===== src/rtl/cmp_pkg.sv =====
// Shared types for the comparator result unpacker: word classes, FSM states
// and the operand tags carried on the output stream.
package cmp_pkg;

  typedef enum logic [1:0] {
    CLS_NORMAL = 2'd0,
    CLS_EQUAL  = 2'd1,
    CLS_TIE    = 2'd2,
    CLS_ERROR  = 2'd3
  } cls_e;

  typedef enum logic [1:0] {
    ST_IDLE     = 2'd0,
    ST_EMIT_MAX = 2'd1,
    ST_EMIT_HI  = 2'd2,
    ST_EMIT_LO  = 2'd3
  } state_e;

  localparam logic [1:0] TAG_MAX = 2'b00;
  localparam logic [1:0] TAG_HI  = 2'b01;
  localparam logic [1:0] TAG_LO  = 2'b10;

endpackage


===== src/rtl/cmp_result_classify.sv =====
// Combinational classifier for one {OUT1,OUT2} comparator word pair.
// Resolves the class (TIE > EQUAL > NORMAL > ERROR) and recovers the three
// operands that the unpacker will serialise.
module cmp_result_classify
  import cmp_pkg::*;
#(
  parameter int N = 5
) (
  input  logic [2*N-1:0] w1,
  input  logic [2*N-1:0] w2,
  output cls_e           cls,
  output logic [N-1:0]   max_o,
  output logic [N-1:0]   hi_o,
  output logic [N-1:0]   lo_o
);

  logic is_tie;
  logic is_eq;
  logic is_norm;

  // Class decode and operand recovery; EQUAL carries one operand in all three slots.
  always_comb begin
    is_tie  = (w1 == '0) && (w2 == '0);
    is_eq   = (w1[1:0] == 2'b00) && (w1[2*N-1:N+2] == '0) && (w2 == (w1 >> 4));
    is_norm = (w1[2*N-1:N] == {N{w1[N-1]}}) &&
              (w1[N-1:0] > w2[2*N-1:N]) &&
              (w1[N-1:0] > w2[N-1:0]);

    if (is_tie)       cls = CLS_TIE;
    else if (is_eq)   cls = CLS_EQUAL;
    else if (is_norm) cls = CLS_NORMAL;
    else              cls = CLS_ERROR;

    if (is_eq && !is_tie) begin
      max_o = w1[N+1:2];
      hi_o  = w1[N+1:2];
      lo_o  = w1[N+1:2];
    end else begin
      max_o = w1[N-1:0];
      hi_o  = w2[2*N-1:N];
      lo_o  = w2[N-1:0];
    end
  end

endmodule


===== src/rtl/cmp_result_unpacker.sv =====
// Receive end of the 3-operand comparator result bus. Classifies each
// accepted word pair and streams MAX/HI/LO beats for NORMAL and EQUAL words.
// Optional feature macro: UNPACK_STATS_EN enables the saturating per-class
// counters; without it the cnt_* outputs are constant zero.
module cmp_result_unpacker
  import cmp_pkg::*;
#(
  parameter int N     = 5,
  parameter int CNT_W = 8
) (
  input  logic             clk,
  input  logic             rst_n,
  input  logic             in_valid,
  output logic             in_ready,
  input  logic [2*N-1:0]   in_out1,
  input  logic [2*N-1:0]   in_out2,
  output logic             out_valid,
  input  logic             out_ready,
  output logic [N-1:0]     out_data,
  output logic [1:0]       out_tag,
  output logic             out_last,
  output logic             err_sticky,
  input  logic             clr_err,
  output logic [CNT_W-1:0] cnt_norm,
  output logic [CNT_W-1:0] cnt_equal,
  output logic [CNT_W-1:0] cnt_tie,
  output logic [CNT_W-1:0] cnt_err
);

  cls_e         cls;
  logic [N-1:0] cls_max;
  logic [N-1:0] cls_hi;
  logic [N-1:0] cls_lo;

  state_e       state_q, state_d;
  logic         out_valid_q, out_valid_d;
  logic [N-1:0] out_data_q, out_data_d;
  logic [1:0]   out_tag_q, out_tag_d;
  logic         out_last_q, out_last_d;
  logic [N-1:0] hi_q, hi_d;
  logic [N-1:0] lo_q, lo_d;
  logic         err_q, err_d;

  logic accept;
  logic beat_done;

  cmp_result_classify #(.N(N)) u_classify (
    .w1    (in_out1),
    .w2    (in_out2),
    .cls   (cls),
    .max_o (cls_max),
    .hi_o  (cls_hi),
    .lo_o  (cls_lo)
  );

  assign in_ready   = (state_q == ST_IDLE);
  assign accept     = in_valid && in_ready;
  assign beat_done  = out_valid_q && out_ready;

  assign out_valid  = out_valid_q;
  assign out_data   = out_data_q;
  assign out_tag    = out_tag_q;
  assign out_last   = out_last_q;
  assign err_sticky = err_q;

  // Next-state for the beat FSM; beat registers only change on accept or handshake.
  always_comb begin
    state_d     = state_q;
    out_valid_d = out_valid_q;
    out_data_d  = out_data_q;
    out_tag_d   = out_tag_q;
    out_last_d  = out_last_q;
    hi_d        = hi_q;
    lo_d        = lo_q;
    case (state_q)
      ST_IDLE: begin
        if (accept && ((cls == CLS_NORMAL) || (cls == CLS_EQUAL))) begin
          state_d     = ST_EMIT_MAX;
          out_valid_d = 1'b1;
          out_data_d  = cls_max;
          out_tag_d   = TAG_MAX;
          out_last_d  = 1'b0;
          hi_d        = cls_hi;
          lo_d        = cls_lo;
        end
      end
      ST_EMIT_MAX: begin
        if (beat_done) begin
          state_d    = ST_EMIT_HI;
          out_data_d = hi_q;
          out_tag_d  = TAG_HI;
        end
      end
      ST_EMIT_HI: begin
        if (beat_done) begin
          state_d    = ST_EMIT_LO;
          out_data_d = lo_q;
          out_tag_d  = TAG_LO;
          out_last_d = 1'b1;
        end
      end
      ST_EMIT_LO: begin
        if (beat_done) begin
          state_d     = ST_IDLE;
          out_valid_d = 1'b0;
          out_last_d  = 1'b0;
        end
      end
      default: state_d = ST_IDLE;
    endcase
  end

  // Sticky error: a new ERROR word outranks a simultaneous clear.
  always_comb begin
    err_d = err_q;
    if (accept && (cls == CLS_ERROR)) err_d = 1'b1;
    else if (clr_err)                 err_d = 1'b0;
  end

  // FSM, beat outputs and error flag; reset discards any pending beats.
  always_ff @(posedge clk) begin
    if (!rst_n) begin
      state_q     <= ST_IDLE;
      out_valid_q <= 1'b0;
      out_data_q  <= '0;
      out_tag_q   <= TAG_MAX;
      out_last_q  <= 1'b0;
      err_q       <= 1'b0;
    end else begin
      state_q     <= state_d;
      out_valid_q <= out_valid_d;
      out_data_q  <= out_data_d;
      out_tag_q   <= out_tag_d;
      out_last_q  <= out_last_d;
      err_q       <= err_d;
    end
  end

  // Held HI/LO operands; only meaningful while a burst is in flight.
  always_ff @(posedge clk) begin
    hi_q <= hi_d;
    lo_q <= lo_d;
  end

`ifdef UNPACK_STATS_EN
  logic [CNT_W-1:0] cnt_norm_q, cnt_norm_d;
  logic [CNT_W-1:0] cnt_equal_q, cnt_equal_d;
  logic [CNT_W-1:0] cnt_tie_q, cnt_tie_d;
  logic [CNT_W-1:0] cnt_err_q, cnt_err_d;

  function automatic logic [CNT_W-1:0] sat_inc(input logic [CNT_W-1:0] cnt, input logic hit);
    if (hit && (cnt != {CNT_W{1'b1}})) return cnt + {{(CNT_W-1){1'b0}}, 1'b1};
    return cnt;
  endfunction

  // One increment per accepted word of the matching class, sticking at all-ones.
  always_comb begin
    cnt_norm_d  = sat_inc(cnt_norm_q,  accept && (cls == CLS_NORMAL));
    cnt_equal_d = sat_inc(cnt_equal_q, accept && (cls == CLS_EQUAL));
    cnt_tie_d   = sat_inc(cnt_tie_q,   accept && (cls == CLS_TIE));
    cnt_err_d   = sat_inc(cnt_err_q,   accept && (cls == CLS_ERROR));
  end

  // Statistics registers.
  always_ff @(posedge clk) begin
    if (!rst_n) begin
      cnt_norm_q  <= '0;
      cnt_equal_q <= '0;
      cnt_tie_q   <= '0;
      cnt_err_q   <= '0;
    end else begin
      cnt_norm_q  <= cnt_norm_d;
      cnt_equal_q <= cnt_equal_d;
      cnt_tie_q   <= cnt_tie_d;
      cnt_err_q   <= cnt_err_d;
    end
  end

  assign cnt_norm  = cnt_norm_q;
  assign cnt_equal = cnt_equal_q;
  assign cnt_tie   = cnt_tie_q;
  assign cnt_err   = cnt_err_q;
`else
  assign cnt_norm  = '0;
  assign cnt_equal = '0;
  assign cnt_tie   = '0;
  assign cnt_err   = '0;
`endif

endmodule


===== config.mk =====
export PLATFORM = sky130hd
export DESIGN_NAME = cmp_result_unpacker
export DESIGN_NICKNAME = d
export VERILOG_FILES = /design/src/rtl/cmp_pkg.sv /design/src/rtl/cmp_result_classify.sv /design/src/rtl/cmp_result_unpacker.sv
export SDC_FILE = /design/constraint.sdc
export NUM_CORES = 1
export LEC_CHECK = 0
export CORE_ASPECT_RATIO = 2
export CORE_MARGIN = 1
export CORE_UTILIZATION = 34
export CTS_CLUSTER_DIAMETER = 200
export CTS_CLUSTER_SIZE = 16
export DETAILED_ROUTE_END_ITERATION = 12
export HOLD_SLACK_MARGIN = 0.1
export PLACE_DENSITY = 0.73
export SLEW_MARGIN = 20
export SYNTH_ARGS = -nofsm -noshare
export SYNTH_HDL_FRONTEND = slang
export SYNTH_HIERARCHICAL = 1
export SYNTH_SLANG_ARGS = --single-unit

===== constraint.sdc =====
create_clock -name clk -period 4.5 [get_ports clk]
set_clock_uncertainty 0.2 [all_clocks]
set_input_delay 0.9 -clock clk [delete_from_list [all_inputs] [get_ports clk]]
set_output_delay 0.9 -clock clk [all_outputs]
set_load 0.02 [all_outputs]

Yosys cells after proc, flatten, opt, wreduce, memory -nomap -nowiden
Index checks and enable logic that the tools add are counted.
- flip-flop bits (word level): 22
- latch bits: 0
- RAM bits: 0
- bits in read-only memories: 0
- output and inout bits: 43
- word-level logic and storage cells: 74
- memories kept: 0
- $add $sub $neg: 0
- multipliers: 0
- divide/modulo/power cells: 0
- order comparisons: 2
- equal/unequal tests: 11
- shifts and indexed selects: 0
- mux-type cells: 26
- bitwise gates (word level): 0
- reductions and logical operators: 27
- operators with widths (cell ; number):
    $mux W5 ; 6
    $logic_not A10 Y1 ; 2
    $mux W2 ; 9
    $pmux W5 S3 ; 1
    $reduce_and A4 Y1 ; 3
    $eq A10 B6 Y1 ; 1
    $gt A5 B5 Y1 ; 2
    $logic_and A1 B1 Y1 ; 10
    $pmux W2 S4 ; 1
    $eq A2 B2 Y1 const B ; 3
    $logic_not A2 Y1 ; 3
    $mux W1 ; 6
    $ne A2 B2 Y1 const B ; 3
    $pmux W2 S3 ; 1
    $reduce_bool A3 Y1 ; 2
    $eq A5 B5 Y1 ; 1
    $eq A2 B1 Y1 const B ; 2
    $reduce_bool A2 Y1 ; 2
    $logic_not A3 Y1 ; 1
    $pmux W1 S3 ; 1
    $reduce_and A3 Y1 ; 1
    $ne A2 B1 Y1 const B ; 1
    $pmux W1 S2 ; 1
    $reduce_and A2 Y1 ; 1
    other kinds (2) ; 2

Logic depth before layout (Yosys ltp)
- depth after elaboration: 11
- mapped depth: 12

Hierarchy
Netlist, hierarchy kept.
- by module, submodules not included (module ; times used ; cells each ; area each (um2) ; sequential area each (um2)):
    cmp_result_unpacker ; 1 ; 130 ; 1305.0 ; 540.5
    cmp_result_classify ; 1 ; 78 ; 573.0 ; 0.0

Least setup slack after synthesis
Ideal clock, no wire load.
- kind: in2reg
- from: in in_out2[7]
- to: reg out_data_q[1], in the netlist out_data[1]
- library setup time: 0.074 ns
- arrival: 3.575 ns
- data required time: 4.226 ns
- setup slack: 0.651 ns
- stages: 11
- path buffers: 2
- cell sequence: or4_1 or4_4 or4_4 buf_6 nor2_8 a31oi_1 nand2b_4 a221oi_4 buf_6 o2111ai_1 o21ai_0
- longest elaborated chain between the ends: 11
- elaborated cells on any way between the ends: 21
- ends and longest elaborated chain (element ; line ; text):
    start: declaration ; cmp_result_unpacker.sv:16 ; input logic [2*N-1:0] in_out2,
    $gt A5 B5 Y1 ; cmp_result_classify.sv:26 ; (w1[N-1:0] > w2[2*N-1:N]) &&
    $logic_and A1 B1 Y1 ; cmp_result_classify.sv:25 ; is_norm = (w1[2*N-1:N] == {N{w1[N-1]}}) &&
    $logic_and A1 B1 Y1 ; cmp_result_classify.sv:26 ;
    $mux W2 ; cmp_result_classify.sv:31 ; else if (is_norm) cls = CLS_NORMAL;
    $mux W2 ; cmp_result_classify.sv:30 ; else if (is_eq) cls = CLS_EQUAL;
    $mux W2 * ; cmp_result_classify.sv:29 ; if (is_tie) cls = CLS_TIE;
    via cls[1] ; cmp_result_unpacker.sv:30 ; cls_e cls;
    $eq A2 B1 Y1 / $logic_not A2 Y1 (equally long branches) ; cmp_result_unpacker.sv:77 ; if (accept && ((cls == CLS_NORMAL) || (cls == CLS_EQUAL))) begin
    $logic_or A1 B1 Y1 * ; cmp_result_unpacker.sv:77 ;
    $logic_and A1 B1 Y1 * ; cmp_result_unpacker.sv:77 ;
    $ne A2 B1 Y1 (no source line) * ; n/a ;
    $reduce_and A4 Y1 (no source line) * ; n/a ;
    end signal: assignment ; cmp_result_unpacker.sv:132 ; out_data_q <= out_data_d;
    end: declaration ; cmp_result_unpacker.sv:37 ; logic [N-1:0] out_data_q, out_data_d;
The timed path passes the listed nets; every way through them passes the cells marked *. The select of a mux whose other input is x is not followed.
A chain may end at the register's enable or synchronous reset.

Worst setup path after layout
Ends and elaborated chain as after synthesis.

==> run_results.csv <==
group,metric,value,unit
sta,setup_tns,0,ns
worst_setup_path,r2r_setup_slack,2.23,ns
route,via_count,1582,
clock_network,post_cts.repair.setup_buffers,0,
floorplanning,io_pins,68,
clock_network,root_buffer,"clkbuf_8",
route,drt_first_pass_iters,4,
global_route,top_usage_layer,"met2",
global_route,grt_use_total,0.165,
final_layout,final_area,2180,µm²
global_route,grt_max_degree,18,
yosys,seq_area_frac_synth,0.288,
route,dr.first_iter.drc_count,34,
sta,fin_crit,4.10,ns
clock_network,postCtsResizedCells,0,
run,drv_cap,0,
final_layout,drive_above_1_share,0.0782,
global_route,overflow,0,
final_layout,multiInputGateArea,1080,µm²
route,routedWlPerCell,14.2,µm
final_layout,antenna_cells,0,
worst_setup_path,path_max_fanout,12,
sta,hold_violations,0,
final_layout,area.sequential,541,µm²
clock_network,clkLatencyLatePin,0.26,ns
yosys,netlist_instances,208,
pwr,leakage,0.913,nW
pwr,power.total,0.000741,W
pwr,pwr_density_cell,339,nW/µm²
floorplanning,initial_core_util,0.350,
final_layout,nNetsFinal,287,
place,portBuffers,35,
worst_setup_path,endpoint,"out_data[1]",
clock_network,tritoncts,"built",
worst_setup_path,worstPathRequired,4.50,ns
yosys,synth_area,1880,µm²
sta,tightest_slew,0.580,ns
floorplanning,fp.dieW,54.6,µm
worst_setup_path,ff2ff_path_depth,6,
yosys,ys_ff_latch,22,
final_layout,fill_cells,538,
sta,fin_crit_sh,0.912,
sta,rsz0062_at_grt,"no",
yosys,synth.distinct_cells,44,
sta,max_slew_margin,0.612,
global_route,grt.met3_usage,0.0142,
floorplanning,die-height,107,µm
worst_setup_path,path_class,"in2reg",
yosys,synth_area_leader_cell,"edfxtp_1",
route,drc,0,
final_layout,area_growth,16.3,%
floorplanning,dieArea,5840,µm²
pwr,peakVddDrop,0.000202,V
clock_network,numClockSinks,22,
yosys,syn_area_per_cell,9.03,µm²
worst_hold_path,min_path_type,"reg2reg",
route,routed_wl,4.29,mm
floorplanning,core_area,5370,µm²
route,final_antenna_net_count,0,
global_route,grtUsageMet2,0.304,
yosys,synth_top_area_share,0.160,
clock_network,cts_hold_buf,0,
outcome,outcome,"completed",
clock_network,cts_buffers,3,
floorplanning,fp-row-count,38,
global_route,antenna_found_initial,0,
worst_setup_path,endpoint_kind,"register",
place,hpwl,3.60,mm
global_route,grt_use_met1,0.148,
sta,max_freq,244,MHz
worst_setup_path,critPathLaunch,"in_out2[7]",
sta,slew_viol_final,0,
clock_network,cts_htree_levels,1,
global_route,grt_pass1_wl,6.91,mm
global_route,grt_pass1_vias,1561,
worst_setup_path,crit_arrival,4.10,ns
yosys,synth_area_leaders,"edfxtp_1, buf_4, dfxtp_1",
place,gp_routability_congestion,0.991,
final_layout,finish.utilization,0.407,
clock_network,clockBufferDepth,2,
route,vias_per_cell,5.22,
worst_setup_path,r2r_start,"state_q[0]",
sta,holdWs,0.259,ns
worst_setup_path,timing.rr.end,"out_data[1]",
yosys,yosys_warnings,6,
sta,setup_viol,0,
clock_network,clkTransAtPathRegs,0.08,ns
place,place_area,2140,µm²
worst_setup_path,worstSetupStartpointType,"input pin",
cell type report:
cell class / instances / share of cell area
timing repair buffer: 39 / 0.174
clock inverter: 1 / 0.00172
clock buffer: 3 / 0.0189
sequential: 22 / 0.247
inverter: 16 / 0.0275
tap: 60 / 0.0344
multi-input combinational: 162 / 0.496
kinds of logic (layout without fill, tap and decap cells):
logic type,after synthesis,count (layout),synth area share
simple gates,57,57,0.165
buf+inv,55,59,0.197
compound gates,48,48,0.191
flops,22,22,0.288
fa+ha+maj,18,18,0.120
xor+xnor,5,5,0.0233
mux,2,2,0.0133
other cells,1,32,0.00200
critical path: stages:
cell             delay, ns
clkdlybuf4s50_1       0.41
or4_1                 0.52
or4_4                 0.50
or4_4                 0.64
nor2_8                0.11
a31oi_1               0.07
nand2b_4              0.19
a221oi_4              0.48
o2111ai_1             0.18
o21ai_0               0.10
sequential cells by signal, summed over array words and instances (netlist names):
name / count
err_sticky: 1
hi_q: 5
lo_q: 5
out_data: 5
out_last: 1
out_tag: 2
out_valid: 1
state_q: 2
cells in the final DEF, fill, tap and decap left out, drive strengths merged, types with 2 or more instances in the layout:
cell type / Yosys / routed
or4: 3 / 3
ha: 18 / 18
nand2: 26 / 26
nand2b: 4 / 4
a21o: 4 / 4
o2111ai: 5 / 5
o31ai: 4 / 4
inv: 16 / 16
a21oi: 6 / 6
o21ai: 9 / 9
conb: 1 / 32
nand4: 4 / 4
and3: 2 / 2
nor2: 6 / 6
clkbuf: 2 / 3
nand3: 5 / 5
a31oi: 5 / 5
clkdlybuf4s50: 0 / 35
xnor2: 4 / 4
a22oi: 5 / 5
nor4: 3 / 3
dfxtp: 12 / 12
buf: 37 / 4
a22o: 3 / 3
edfxtp: 10 / 10
metal layers:
layer,part of all wire,vias up
met4,0.060,0
met5,0,-
li1,-,751
met2,0.57,86
met3,0.051,19
met1,0.32,726
report_power, final:
part           internal [W]  total (W)  switching [W]
Sequential         0.000233   0.000255      0.0000212
Combinational      0.000147   0.000360       0.000213
Clock             0.0000611   0.000127      0.0000656
Total              0.000441   0.000741       0.000300
Yosys cell counts, drive strengths merged:
| cell | count |
|---|---|
| clkbuf | 2 |
| nand2 | 26 |
| xor2 | 1 |
| edfxtp | 10 |
| and3 | 2 |
| o32ai | 1 |
| a22o | 3 |
| nand4 | 4 |
| nor2b | 1 |
| a22oi | 5 |
| a31oi | 5 |
| or4 | 3 |
| a211oi | 1 |
| a221oi | 1 |
| o211ai | 1 |
| ha | 18 |
| mux2 | 1 |
| o21ai | 9 |
| nand2b | 4 |
| a21o | 4 |
| nand3 | 5 |
| nor2 | 6 |
| conb | 1 |
| nor4 | 3 |
| or3 | 1 |
| inv | 16 |
| o31ai | 4 |
| a311oi | 1 |
| a21oi | 6 |
| a221o | 1 |
| buf | 37 |
| o2111ai | 5 |
| mux2i | 1 |
| a32o | 1 |
| or2 | 1 |
| dfxtp | 12 |
| and4 | 1 |
| xnor2 | 4 |
stage by stage:
step / cells / setup WS [ns]
6_report: 303 / 0.397
5_1_grt: 303 / 0.177
4_1_cts: 303 / 0.382
3_5_place_dp: 299 / 0.117
3_3_place_gp: 299 / 0.171
2_1_floorplan: 239 / 0.651
how the worst min path moves through the flow:
stage / start / to / cells past startpoint
global route: out_data[4] / out_data[4] / 2
CTS: out_tag[0] / out_tag[0] / 2
detailed placement: out_tag[0] / out_tag[0] / 2
floorplan: state_q[1] / state_q[1] / 2
finish: out_tag[0] / out_tag[0] / 2
global placement: out_tag[0] / out_tag[0] / 2
Power figures use the tool's default switching activity.
